File: src/rtl/fetch_unit_if.sv
// Fetch unit bus: ROM port, decoder feedback and fetch outputs.
// FETCH_HALT_EN adds the halted signal to both modports.
interface fetch_unit_if;
    logic [7:0] romData;
    logic [7:0] romAddr;
    logic [7:0] dbus;
    logic       doJumpBar;
    logic       denyFetch;
    logic [7:0] ir;
    logic [7:0] pc;
    logic       execute;
`ifdef FETCH_HALT_EN
    logic       halted;

    modport master (
        input  romData, dbus, doJumpBar, denyFetch,
        output romAddr, ir, pc, execute, halted
    );

    modport slave (
        output romData, dbus, doJumpBar, denyFetch,
        input  romAddr, ir, pc, execute, halted
    );
`else
    modport master (
        input  romData, dbus, doJumpBar, denyFetch,
        output romAddr, ir, pc, execute
    );

    modport slave (
        output romData, dbus, doJumpBar, denyFetch,
        input  romAddr, ir, pc, execute
    );
`endif
endinterface

File: src/rtl/fetch_unit.sv
// Instruction fetch / program counter with a FETCH/EXEC two-state FSM.
// Optional jump-to-self halt is enabled by defining FETCH_HALT_EN.
module fetch_unit (
    input  logic         clk,
    input  logic         resetBar,
    fetch_unit_if.master bus
);

    typedef enum logic {
        S_FETCH = 1'b0,
        S_EXEC  = 1'b1
    } state_t;

    state_t     r_state;
    logic [7:0] r_pc;
    logic [7:0] r_ir;
    logic [7:0] r_instr_addr;
    logic [7:0] w_pc_inc;
    logic       w_freeze;
    logic       w_ir_en;

    assign w_pc_inc = r_pc + 8'd1;

`ifdef FETCH_HALT_EN
    logic r_halted;
    logic w_halt_hit;

    assign w_halt_hit = (r_state == S_EXEC) & ~bus.doJumpBar
                      & (bus.dbus == r_instr_addr);

    // Sticky halt: set on a jump back to the current instruction
    always_ff @(posedge clk or negedge resetBar) begin
        if (!resetBar) begin
            r_halted <= 1'b0;
        end else if (w_halt_hit) begin
            r_halted <= 1'b1;
        end
    end

    assign w_freeze   = r_halted | w_halt_hit;
    assign w_ir_en    = (r_state == S_EXEC) & ~r_halted;
    assign bus.halted = r_halted;
`else
    assign w_freeze = 1'b0;
    assign w_ir_en  = (r_state == S_EXEC);
`endif

    // Fetch FSM: latch instructions, skip immediates, load jump targets
    always_ff @(posedge clk or negedge resetBar) begin
        if (!resetBar) begin
            r_state      <= S_FETCH;
            r_pc         <= 8'h00;
            r_ir         <= 8'h00;
            r_instr_addr <= 8'h00;
        end else if (!w_freeze) begin
            unique case (r_state)
                S_FETCH: begin
                    r_ir         <= bus.romData;
                    r_instr_addr <= r_pc;
                    r_pc         <= w_pc_inc;
                    r_state      <= S_EXEC;
                end
                S_EXEC: begin
                    if (!bus.doJumpBar) begin
                        r_pc    <= bus.dbus;
                        r_state <= S_FETCH;
                    end else if (bus.denyFetch) begin
                        r_pc    <= w_pc_inc;
                        r_state <= S_FETCH;
                    end else begin
                        r_ir         <= bus.romData;
                        r_instr_addr <= r_pc;
                        r_pc         <= w_pc_inc;
                    end
                end
                default: r_state <= S_FETCH;
            endcase
        end
    end

    // The bubble cycle presents NOP so the decoder does nothing
    assign bus.ir      = w_ir_en ? r_ir : 8'h00;
    assign bus.pc      = r_pc;
    assign bus.romAddr = r_pc;
    assign bus.execute = (r_state == S_EXEC);

endmodule

File: src/flat_wrapper.sv
// flat-port wrapper written by rule: the top's interface ports become plain ports
module fetch_unit_flat 
  (clk, resetBar, bus_romData, bus_dbus, bus_doJumpBar, bus_denyFetch, bus_romAddr, bus_ir, bus_pc, bus_execute);
  fetch_unit_if bus_i ();
  input  logic clk;
  input  logic resetBar;
  input wire logic [$bits(bus_i.romData)-1:0] bus_romData;
  input wire logic [$bits(bus_i.dbus)-1:0] bus_dbus;
  input wire logic [$bits(bus_i.doJumpBar)-1:0] bus_doJumpBar;
  input wire logic [$bits(bus_i.denyFetch)-1:0] bus_denyFetch;
  output wire logic [$bits(bus_i.romAddr)-1:0] bus_romAddr;
  output wire logic [$bits(bus_i.ir)-1:0] bus_ir;
  output wire logic [$bits(bus_i.pc)-1:0] bus_pc;
  output wire logic [$bits(bus_i.execute)-1:0] bus_execute;
  assign bus_i.romData = bus_romData;
  assign bus_i.dbus = bus_dbus;
  assign bus_i.doJumpBar = bus_doJumpBar;
  assign bus_i.denyFetch = bus_denyFetch;
  assign bus_romAddr = bus_i.romAddr;
  assign bus_ir = bus_i.ir;
  assign bus_pc = bus_i.pc;
  assign bus_execute = bus_i.execute;
  fetch_unit u_core (.clk(clk), .resetBar(resetBar), .bus(bus_i));
endmodule
File: config.mk
export PLATFORM = sky130hd
export DESIGN_NAME = fetch_unit_flat
export DESIGN_NICKNAME = d
export VERILOG_FILES = /design/src/rtl/fetch_unit_if.sv /design/src/rtl/fetch_unit.sv /design/src/flat_wrapper.sv
export SDC_FILE = /design/constraint.sdc
export NUM_CORES = 1
export LEC_CHECK = 0
export BUFFER_PORTS_ARGS = -buffer_cell sky130_fd_sc_hd__buf_2
export CAP_MARGIN = 10
export CORE_AREA = 2 2 48 50
export CTS_BUF_LIST = sky130_fd_sc_hd__clkbuf_16
export DETAILED_ROUTE_END_ITERATION = 16
export DIE_AREA = 0 0 50 52
export PLACE_DENSITY = 0.76
export SKIP_CTS_REPAIR_TIMING = 1
export SLEW_MARGIN = 15
export SYNTH_ARGS = -nofsm -noshare
export SYNTH_HDL_FRONTEND = slang
export SYNTH_SLANG_ARGS = --single-unit
File: constraint.sdc
create_clock -name clk -period 1.7 [get_ports clk]
set_clock_uncertainty 0.2 [all_clocks]
set_input_delay 0.085 -clock clk [delete_from_list [all_inputs] [get_ports clk]]
set_output_delay 0.085 -clock clk [all_outputs]
set_load 0.03 [all_outputs]
==> flow_summary.json <==
{
  "crit_path_cell_trace": "ha_1 -> nand2_1 -> or3_1 -> a31oi_1",
  "syn-cell-area_um2": 849.6,
  "grt.overflow.total": 0,
  "netlist_top_cells_count": "17 x sky130_fd_sc_hd__dfrtp_1, 8 x sky130_fd_sc_hd__and2_1, 8 x sky130_fd_sc_hd__buf_4, 8 x sky130_fd_sc_hd__mux2_2, 8 x sky130_fd_sc_hd__nand2_1",
  "postSynth.topFlopCell": "sky130_fd_sc_hd__dfrtp_1",
  "cell_count_of_the_worst_hold_path": 4,
  "synthesis.nets": 101,
  "hold_path.class": "input pin to flop",
  "drive_above_1_share": 0.4191,
  "cts.root.buffer_cell": "sky130_fd_sc_hd__clkbuf_16",
  "synthCells": 80,
  "comb_power_share": 0.419,
  "crit_path_end_kind": "flop",
  "finalSetupViolCount": 0,
  "synth.avg_cell_area_um2": 10.62,
  "drtAntennaViolNets": 0,
  "floorplan.die_area_um2": 2600,
  "min_period_over_period": 0.8957,
  "die_height_um": 52,
  "route.detailed.drc": 0,
  "worst_skew_pair.late_latency_ns": 0.24,
  "critPathSlowestCell": "sky130_fd_sc_hd__dfrtp_1",
  "antenna_found_initial": 0,
  "start_util": 0.4034,
  "tritoncts_num_sinks": 17,
  "routed-via-count": 762,
  "ir_drop_v": 0.0008404,
  "fp_rows": 17,
  "nets": 158,
  "unrepaired_setup_endpoints_after_global_routing": "false",
  "post_route_minimum_period_ns": 1.523,
  "grtUsageTotal": 0.1464,
  "hold_ws_ns": 0.001102,
  "grt_pass1_wl_um": 2835,
  "synth.ff_latch_count": 17,
  "maximum_number_of_pins_on_one_net_before_global_route_repair": 18,
  "core_area_um2": 2106,
  "edff_count_synth": 0,
  "clk_pin_slew_worst_paths_ns": 0.05,
  "grt.met1_usage": 0.1745,
  "drtIter0Drc": 4,
  "power.switching_w": 0.0007854,
  "power.share.clock": 0.245,
  "criticalPathCategory": "flop to flop",
  "global_route.peak_usage_layer": "met2",
  "use_met3": 0.03161,
  "dominant_cells_by_area_after_synthesis": "sky130_fd_sc_hd__dfrtp_1 50%, sky130_fd_sc_hd__mux2_2 11%, sky130_fd_sc_hd__buf_4 7.1%",
  "dp_hpwl_um": 1276,
  "hold_violations": 0,
  "avgRoutedWirePerCell_um": 11.82,
  "cell_taking_the_most_area_after_synthesis": "sky130_fd_sc_hd__dfrtp_1",
  "worstPathMaxFanout": 5,
  "p_int_w": 0.001082,
  "pwr_density_cell_nw_per_um2": 1442,
  "synth_top_area_share": 0.5007,
  "p_leak_nw": 0.6166,
  "area_growth_pct": 52.43,
  "rr_worst_depth": 4,
  "groute.layer.met2.usage": 0.2434,
  "fmaxAchievable_mhz": 656.7,
  "max_slew_margin": 0.7459,
  "synth-seq-area-share": 0.5007,
  "place.gp.congestion": 0.7300,
  "max_slew.worst_pin.slew_ns": 0.3804,
  "ioPinCount": 45,
  "finalMaxSlewViolations": 0,
  "asyncSetResetFlopFracSynth": 1.000,
  "number_of_max_cap_violations": 0,
  "antenna_cells": 0,
  "totalWireLength_um": 1938,
  "first_global_vias": 659,
  "placement.io_buffers": 44,
  "drtPass1Iterations": 3,
  "power_switching_share": 0.4206,
  "synth_most_common_cell": "sky130_fd_sc_hd__dfrtp_1",
  "setup_total_negative_slack_ns": 0,
  "dieWidth_um": 50,
  "tritoncts.num_buffers": 3,
  "power.sequential.fraction": 0.336,
  "status": "finished clean",
  "ys_warn_count": 0,
  "clock_tree.htree_level_count": 1,
  "required_ns": 1.66,
  "avgViaCountPerCell": 4.646,
  "critical_path.startpoint_type": "flop",
  "worst-endpoint-arrival_ns": 1.48,
  "crit_path_max_incr_delay_ns": 0.41,
  "yosys.cell_types.count": 22,
  "ff2ff_setup_slack_ns": 0.18,
  "ctsLongestPathBuffers": 2,
  "tritoncts_clock_tree": "done"
}
cell usage in the layout, fill, tap and decap left out, types with 2 or more instances in the layout:
cell type and count:
sky130_fd_sc_hd__buf_2 44, sky130_fd_sc_hd__and2_1 8, sky130_fd_sc_hd__o21ai_0 6, sky130_fd_sc_hd__nand3_1 2
sky130_fd_sc_hd__dfrtp_1 17, sky130_fd_sc_hd__inv_1 2, sky130_fd_sc_hd__dlygate4sd3_1 18, sky130_fd_sc_hd__or3_1 3
sky130_fd_sc_hd__nor2_1 4, sky130_fd_sc_hd__clkbuf_16 3, sky130_fd_sc_hd__mux2_2 8, sky130_fd_sc_hd__a31oi_1 3
sky130_fd_sc_hd__xor2_1 2, sky130_fd_sc_hd__nand2_1 8
per-stage QoR:
step	setup slack [ns]	instances	utilization	cell area, µm²	power [W]
3_5_place_dp	0.1874	142	0.4920	1036	0.001385
5_1_grt	0.09429	164	0.6150	1295	0.001971
2_1_floorplan	0.05647	80	-	849.6	0.001238
3_3_place_gp	0.2611	142	0.4920	1036	0.001368
4_1_cts	0.1771	146	0.5294	1115	0.001852
6_report	0.1772	164	0.6150	1295	0.001867
kinds of logic (layout without fill, tap and decap cells):
kind of cell             Yosys count  in the layout  share of synthesized area
AO/OA/AOI/OAI                     11             11                    0.08248
XOR/XNOR                           3              3                    0.03093
buffers and inverters             11             67                    0.08541
multiplexers                       8              8                     0.1060
adder cells (fa/ha/maj)            1              1                    0.01473
flip-flops                        17             17                     0.5007
AND/OR/NAND/NOR                   29             29                     0.1797
state kept, by name, summed over array words and instances, names as in the netlist:
name,flops
u_core.bus.execute,1
u_core.r_ir,8
u_core.bus.pc,8
layout make-up:
cell class	instances	area [µm²]
Clock buffer	3	75.07
Clock inverter	1	3.754
Fill cell	187	810.8
Inverter	1	3.754
Multi-Input combinational cell	52	351.6
Sequential cell	17	425.4
Tap cell	28	35.03
Timing Repair Buffer	62	400.4
power by group through the flow:
stage	combinational (W)	clock, W	sequential, W
floorplan	0.000491	0	0.000747
global placement	0.000748	0	0.000620
detailed placement	0.000754	0	0.000631
CTS	0.000757	0.000469	0.000626
global route	0.000837	0.000488	0.000646
finish	0.000782	0.000457	0.000628
critical path, delay by kind of cell (launching register included):
family	cells	cell delay, ns
adders and majority gates	1	0.23
AOI/OAI and AO/OA	1	0.19
DFF	1	0.41
and+or+nand+nor	2	0.42
metal layers:
layer,share of wire,up-vias
met4,0.011,0
met5,0,-
met1,0.42,345
met2,0.52,37
li1,-,376
met3,0.057,4
worst paths after layout:
path,end,start
max,u_core.bus.pc[6],u_core.bus.pc[0]
min,u_core.bus.pc[1],bus_doJumpBar
max reg2reg,u_core.bus.pc[6],u_core.bus.pc[0]
min reg2reg,u_core.r_ir[2],u_core.r_ir[2]
max in group asynchronous,u_core.r_ir[7],resetBar
min in group asynchronous,u_core.bus.pc[0],resetBar
(Power assumes the default switching activity.)
